[config.mk]
export PLATFORM = sky130hd
export DESIGN_NAME = uart_tx_mmio
export DESIGN_NICKNAME = d
export VERILOG_FILES = /design/src/rtl/uart_tx_mmio.sv
export SDC_FILE = /design/constraint.sdc
export NUM_CORES = 1
export LEC_CHECK = 0
export ABC_AREA = 1
export ABC_CLOCK_PERIOD_IN_PS = 5270
export CORE_AREA = 2 2 99 101
export CTS_CLUSTER_SIZE = 16
export DETAILED_ROUTE_END_ITERATION = 16
export DIE_AREA = 0 0 101 103
export GPL_TIMING_DRIVEN = 0
export PLACE_DENSITY_LB_ADDON = 0.25
export REMOVE_ABC_BUFFERS = 1
export SLEW_MARGIN = 20
export SYNTH_ARGS = -nofsm -noshare
export SYNTH_HDL_FRONTEND = slang
export SYNTH_SLANG_ARGS = --single-unit
export TNS_END_PERCENT = 30
[constraint.sdc]
create_clock -name clk -period 5.27 [get_ports clk]
set_input_delay 1.054 -clock clk [delete_from_list [all_inputs] [get_ports clk]]
set_output_delay 1.054 -clock clk [all_outputs]
set_load 0.05 [all_outputs]
[src/rtl/uart_tx_mmio.sv]
// rtl/uart_tx_mmio.sv - memory-mapped 8N1 UART transmitter with byte FIFO; define UART_TX_PARITY_EN for 8E1
module uart_tx_mmio #(
    parameter int          CLK_DIV    = 868,
    parameter int          FIFO_DEPTH = 8,
    parameter logic [31:0] TX_ADDR    = 32'h0000_F000,
    parameter logic [31:0] STAT_ADDR  = 32'h0000_F004
) (
    input  logic        clk,
    input  logic        rst,
    input  logic        we,
    input  logic [31:0] addr,
    input  logic [31:0] wdata,
    output logic [31:0] rdata,
    output logic        txd,
    output logic        busy
);

    localparam int TW = $clog2(CLK_DIV);
    localparam int PW = $clog2(FIFO_DEPTH);

`ifdef UART_TX_PARITY_EN
    typedef enum logic [2:0] {S_IDLE, S_START, S_DATA, S_PARITY, S_STOP} state_t;
`else
    typedef enum logic [1:0] {S_IDLE, S_START, S_DATA, S_STOP} state_t;
`endif

    state_t          state_q, state_d;
    logic [TW-1:0]   timer_q, timer_d;
    logic [2:0]      idx_q, idx_d;
    logic [7:0]      shift_q, shift_d;
    logic            txd_q, txd_d;
`ifdef UART_TX_PARITY_EN
    logic            par_q, par_d;
`endif

    logic [7:0]      fifo_mem [FIFO_DEPTH];
    logic [PW-1:0]   wr_ptr_q, rd_ptr_q;
    logic [PW:0]     count_q;
    logic            overflow_q;

    logic            empty, full, pop, bit_end;
    logic            push_req, push_ok, ovf_ev, clr_ovf;
    logic [7:0]      head;
    logic            unused_wdata;

    assign unused_wdata = ^{wdata[31:8], wdata[1:0]};

    assign empty    = (count_q == '0);
    assign full     = (count_q == (PW+1)'(FIFO_DEPTH));
    assign head     = fifo_mem[rd_ptr_q];
    assign bit_end  = (timer_q == TW'(CLK_DIV - 1));

    // A push into a full FIFO is still accepted when the FSM frees a slot on the same edge.
    assign push_req = we && (addr == TX_ADDR);
    assign push_ok  = push_req && (!full || pop);
    assign ovf_ev   = push_req && full && !pop;
    assign clr_ovf  = we && (addr == STAT_ADDR) && wdata[2];

    assign busy  = (state_q != S_IDLE);
    assign txd   = txd_q;

    // Status read port is purely combinational from the address.
    always_comb begin
        rdata = '0;
        if (addr == STAT_ADDR)
            rdata = {28'b0, busy, overflow_q, full, empty};
    end

    // FIFO storage; no reset needed since count gates every read.
    always_ff @(posedge clk) begin
        if (push_ok)
            fifo_mem[wr_ptr_q] <= wdata[7:0];
    end

    // FIFO pointers, occupancy and the sticky overflow flag (set beats clear).
    always_ff @(posedge clk or posedge rst) begin
        if (rst) begin
            wr_ptr_q   <= '0;
            rd_ptr_q   <= '0;
            count_q    <= '0;
            overflow_q <= 1'b0;
        end else begin
            if (push_ok)
                wr_ptr_q <= wr_ptr_q + PW'(1);
            if (pop)
                rd_ptr_q <= rd_ptr_q + PW'(1);
            if (push_ok && !pop)
                count_q <= count_q + (PW+1)'(1);
            else if (!push_ok && pop)
                count_q <= count_q - (PW+1)'(1);
            if (ovf_ev)
                overflow_q <= 1'b1;
            else if (clr_ovf)
                overflow_q <= 1'b0;
        end
    end

    // Frame sequencer: next state, bit timer, shifter and the next txd level.
    always_comb begin
        state_d = state_q;
        timer_d = timer_q;
        idx_d   = idx_q;
        shift_d = shift_q;
        pop     = 1'b0;
`ifdef UART_TX_PARITY_EN
        par_d   = par_q;
`endif
        case (state_q)
            S_IDLE: begin
                if (!empty) begin
                    pop     = 1'b1;
                    shift_d = head;
                    timer_d = '0;
                    state_d = S_START;
`ifdef UART_TX_PARITY_EN
                    par_d   = ^head;
`endif
                end
            end
            S_START: begin
                if (bit_end) begin
                    timer_d = '0;
                    idx_d   = 3'd0;
                    state_d = S_DATA;
                end else begin
                    timer_d = timer_q + TW'(1);
                end
            end
            S_DATA: begin
                if (bit_end) begin
                    timer_d = '0;
                    shift_d = {1'b0, shift_q[7:1]};
                    idx_d   = idx_q + 3'd1;
                    if (idx_q == 3'd7) begin
`ifdef UART_TX_PARITY_EN
                        state_d = S_PARITY;
`else
                        state_d = S_STOP;
`endif
                    end
                end else begin
                    timer_d = timer_q + TW'(1);
                end
            end
`ifdef UART_TX_PARITY_EN
            S_PARITY: begin
                if (bit_end) begin
                    timer_d = '0;
                    state_d = S_STOP;
                end else begin
                    timer_d = timer_q + TW'(1);
                end
            end
`endif
            S_STOP: begin
                if (bit_end) begin
                    timer_d = '0;
                    if (!empty) begin
                        pop     = 1'b1;
                        shift_d = head;
                        state_d = S_START;
`ifdef UART_TX_PARITY_EN
                        par_d   = ^head;
`endif
                    end else begin
                        state_d = S_IDLE;
                    end
                end else begin
                    timer_d = timer_q + TW'(1);
                end
            end
            default: state_d = S_IDLE;
        endcase

        // txd is registered from the level of the state being entered.
        txd_d = 1'b1;
        case (state_d)
            S_START:  txd_d = 1'b0;
            S_DATA:   txd_d = shift_d[0];
`ifdef UART_TX_PARITY_EN
            S_PARITY: txd_d = par_d;
`endif
            default:  txd_d = 1'b1;
        endcase
    end

    // Sequencer registers; reset abandons any frame in flight.
    always_ff @(posedge clk or posedge rst) begin
        if (rst) begin
            state_q <= S_IDLE;
            timer_q <= '0;
            idx_q   <= '0;
            shift_q <= '0;
            txd_q   <= 1'b1;
`ifdef UART_TX_PARITY_EN
            par_q   <= 1'b0;
`endif
        end else begin
            state_q <= state_d;
            timer_q <= timer_d;
            idx_q   <= idx_d;
            shift_q <= shift_d;
            txd_q   <= txd_d;
`ifdef UART_TX_PARITY_EN
            par_q   <= par_d;
`endif
        end
    end

endmodule
# Word level (Yosys, flattened, before mapping)
# Memory sizes are Yosys's and may differ from the RTL's.
# Index checks and enable logic that the tools add are counted.
# totals
in_bits	67
mem_count	1
elab_cells	81
output_inout_bits	34
ramBits	64
ff_bits	35
# mem_list
name	words	word_bits	read_ports	rd_clocked_by_memory_dff	wr	line_no	rtl
fifo_mem	8	8	1	0	1	36	logic [7:0] fifo_mem [FIFO_DEPTH];
# op_classes
n_eq_ne	14
n_mux	28
reduce_logical	22
addsub	6
# op_table
op	count
32-bit by 16-bit == test with 1-bit output (second input constant)	2
8-bit 2-to-1 mux	3
8-bit one-hot mux with 3 select lines	1
10-bit 2-to-1 mux	2
10-bit one-hot mux with 2 select lines	1
4-bit 2-to-1 mux	3
10-bit by 1-bit adder with 10-bit output (second input constant)	1
10-bit == test (second input constant)	1
2-bit 2-to-1 mux	5
3-bit by 1-bit adder with 3-bit output (second input constant)	3
1-bit logical AND	8
2-bit inequality test (second input constant)	4
2-bit one-hot mux with 4 select lines	1
2-bit nonzero test	4
1-bit 2-to-1 mux	7
2-bit == test (second input constant)	3
3-bit 2-to-1 mux	2
3-bit one-hot mux with 2 select lines	1
3-bit AND reduction	2
4-bit by 1-bit adder with 4-bit output (second input constant)	1
2-bit by 1-bit == test with 1-bit output (second input constant)	2
4-bit == test (second input constant)	1
4-bit zero test	1
1-bit one-hot mux with 2 select lines	2
other kinds (7)	9

# Longest topological paths before layout
# logic_depth
depth_word	10
mapped_depth	17
depth_no_buf	17

# Least setup slack after synthesis
# OpenSTA, ideal clock, no wires.
# synth_path
path_type	input to output
start	input addr[1]
end	output rdata[0]
n_path_buf	0
path_slack_ns	1.805
stages	4
required_ns	4.216
t_arrival_ns	2.411
path_cell_list	or2_1 -> nor4b_1 -> nand3_1 -> nor2_1
# synth_between
elab_chain_cells	2
# synth_lines
element	line_no	rtl
start: declaration	11	input logic [31:0] addr,
32-bit by 16-bit == test with 1-bit output	65	if (addr == STAT_ADDR)
4-bit 2-to-1 mux	65	
end: declaration	13	output logic [31:0] rdata,
# No other way between the ends.

# Final worst setup path
# layout_path
start	input addr[29]
end	output rdata[1]
# Same word-level chain as after synthesis.

==> results.py <==
metrics = {
    "status": {
        "run_status": "finished clean",
    },
    "critical_path": {
        "worst_setup_path_endpoint": "rdata[1]",
        "critical_path.max_stage_delay_ps": 820,
        "crit_path_max_fanout": 5,
        "worst-endpoint-arrival_ps": 3220,
        "critPathCaptureType": "output port",
        "crit_path_start_kind": "input pin",
        "worst_r2r_endpoint": "count_q[3]",
        "worst-path-buf-inv": 2,
        "critical_path.cell_chain": "clkdlybuf4s50_1 -> nor4_1 -> nand2_1 -> nor2_1 -> nand3_1 -> nor2_1 -> clkdlybuf4s50_1",
        "r2r-start": "state_q[1]",
        "r2r_setup_slack_ps": 2230,
        "crit_cells": 7,
        "r2r_cells": 15,
        "critical_path_class": "in -> out",
        "crit_family": "buffers and inverters",
        "crit_start": "addr[29]",
        "worstPathRequired_ps": 4220,
        "critical_path.slowest_cell": "sky130_fd_sc_hd__clkdlybuf4s50_1",
    },
    "synthesis": {
        "avgSynthCellArea_um2": 9.37,
        "netlist_area_um2": 5080,
        "synth_top_area_cell": "sky130_fd_sc_hd__edfxtp_1",
        "synth_cell_type_count": 41,
        "synth.top_cells.by_area": "sky130_fd_sc_hd__edfxtp_1 38%, sky130_fd_sc_hd__dfrtp_1 17%, sky130_fd_sc_hd__nand2_1 9.7%",
        "synth_seq_area_share": 0.551,
        "synth_largest_type_area_fraction": 0.378,
        "synth_edf_count": 64,
        "synth.yosys.warnings": 0,
        "count_of_mapped_cells_out_of_synthesis": 542,
        "postSynth.asyncResetShare": 0.354,
        "synth-main-ff-cell": "sky130_fd_sc_hd__edfxtp_1",
        "ys_ff_latch": 99,
    },
    "floorplan": {
        "core-area_um2": 9460,
        "die_w_um": 101,
        "fp.dieArea_um2": 10400,
        "placementRows": 36,
        "top_level_ports": 101,
        "die_height_um": 103,
        "floorplan.initialDensity": 0.537,
    },
    "power": {
        "pwr-share-comb": 0.064,
        "max-vdd-ir-drop_uv": 181,
        "power.leakage_nw": 2.42,
        "power_frac_seq": 0.598,
        "power.share.switching": 0.249,
        "p_total_mw": 1.38,
        "p_switching_mw": 0.345,
        "power.density_nw_per_um2": 241,
        "p_int_mw": 1.04,
        "pwr-share-clk": 0.338,
    },
    "routing": {
        "vias": 3705,
        "finalWirelength_um": 10100,
        "antenna_left": 0,
        "drt_iter0_drc": 164,
        "drt_wl_cell_um": 14.3,
        "first_pass_drt_iterations": 4,
        "post_drt_via_cell_ratio": 5.23,
        "route.detailed.drc": 0,
    },
    "job": {
        "max_cap_violations": 0,
    },
    "sta": {
        "fin_ws_ps": 993,
        "finalClockSkew_ps": 8.80,
        "final.hold.worst_slack_ps": 512,
        "post-route-period-util": 0.811,
        "tightestPinTransition_ps": 946,
        "setup-tns-final_ps": 0,
        "worst_slew_margin_relative_to_its_limit": 0.367,
        "setup-violations-final": 0,
        "rsz0062_at_grt": "no",
        "max_clock_freq_mhz": 234,
        "slew_violations": 0,
        "finalHoldViolations": 0,
        "post-route-min-period_ps": 4280,
    },
    "worst_hold_path": {
        "worst_hold_path_type": "reg -> reg",
        "hold_path_depth": 2,
        "hold_path.startpoint": "overflow_q",
    },
    "finish": {
        "area_growth_pct": 12.9,
        "layout.nets": 671,
        "num-fill-cells": 780,
        "layout.cells.most_common_list": "131 x sky130_fd_sc_hd__nand2_1, 75 x sky130_fd_sc_hd__nor2_1, 64 x sky130_fd_sc_hd__edfxtp_1, 48 x sky130_fd_sc_hd__clkdlybuf4s50_1, 41 x sky130_fd_sc_hd__inv_1",
        "finish.instance_area_um2": 5730,
        "share_of_layout_cells_above_drive_strength_1": 0.0723,
        "mostFrequentLayoutCell": "sky130_fd_sc_hd__nand2_1",
        "diodes": 0,
    },
    "placed_design": {
        "pre_cts_ws_ps": 993,
        "postPlaceCellArea_um2": 5550,
        "count_of_port_buffers_added_during_placement": 48,
        "gpl.final_weighted_congestion": 0.885,
        "place_hpwl_um": 6850,
    },
    "cts": {
        "number_of_buffers_between_clock_root_and_the_deepest_sink": 2,
        "tritoncts.num_buffers": 9,
        "worst_setup_hold_path_clk_slew_ps": 100,
        "cts_hold_repair.buffers": 0,
        "clock_latency_ps": 370,
        "cts_num_sinks": 99,
        "post_cts.repair.setup_buffers": 0,
        "clock-root-buffer": "sky130_fd_sc_hd__clkbuf_8",
        "htree_levels": 3,
        "cts_repair_resize_count": 0,
        "cts_tree": "yes",
    },
    "global_route": {
        "grt_start_max_net_pins": 36,
        "grt_pass1_wl_um": 15900,
        "grt_antenna_before_repair": 0,
        "total_routing_usage_gr": 0.201,
        "first_global_vias": 3346,
        "grt_remaining_overflow": 0,
    },
}
-- kinds of logic (layout without fill, tap and decap cells) --
group,count (synthesis),in the layout,synth area share
AND/OR/NAND/NOR,268,268,0.236
flip-flops,99,99,0.551
buffers and inverters,85,111,0.0845
AO/OA/AOI/OAI,67,67,0.0781
adder cells (fa/ha/maj),14,14,0.0360
XOR/XNOR,8,8,0.0138
other,1,28,0.000738
-- cells in the mapped netlist, drive strengths merged (6+ instances only) --
master  count
inv        47
a21oi      11
buf        32
nand3      33
o21ai      33
ha         13
nor2       80
dfrtp      34
nor4        6
o22ai      15
nand2     138
clkbuf      6
xor2        6
edfxtp     64
-- how the worst min path moves through the flow --
stage | endpoint
after floorplan | count_q[3]
after global placement | idx_q[0]
after detailed placement | count_q[3]
after CTS | count_q[3]
after global routing | count_q[3]
final | overflow_q
-- cell type report --
cell class              count  area [um^2]  share of cell area
well taps                 114          143              0.0249
inverters                  47          176              0.0308
multi-input cells         385         1950               0.341
clock inverters             6         53.8             0.00938
flip-flops and latches     99         2800               0.488
repair buffers             48          480              0.0838
clock buffers              10          128              0.0223
-- sequential cells by signal, indices dropped and copies added, names as in the netlist --
signal	flops
count_q	4
fifo_mem	64
idx_q	3
overflow_q	1
rd_ptr_q	3
shift_q	8
state_q	2
timer_q	10
txd	1
wr_ptr_q	3
-- worst register-to-register path, delay by kind of cell (launching register included) --
kind | cells | cell delay, ps
fa+ha+maj | 3 | 820
compound gates | 3 | 580
simple gates | 6 | 690
flops | 1 | 460
xor+xnor | 1 | 130
buf+inv | 2 | 270
-- power groups by stage --
stage / clock [mW] / sequential (mW) / combinational, mW
finish: 0.468 / 0.827 / 0.0888
global route: 0.503 / 0.827 / 0.0949
CTS: 0.476 / 0.827 / 0.0891
detailed placement: 0 / 0.844 / 0.0890
global placement: 0 / 0.844 / 0.0876
floorplan: 0 / 0.844 / 0.0500
-- stage by stage --
stage	util	std cells
CTS	0.606	709
finish	0.606	709
global route	0.606	709
detailed placement	0.587	693
floorplan	-	531
global placement	0.587	693
-- metal layers --
layer  track usage  wire length [um]  up-vias
li1              -                 -     1845
met1         0.254              4510     1741
met2         0.335              5090      106
met3        0.0441               394       13
met4        0.0884               128        0
met5             0                 0        -
No activity file was read; power rests on OpenSTA's default activity.
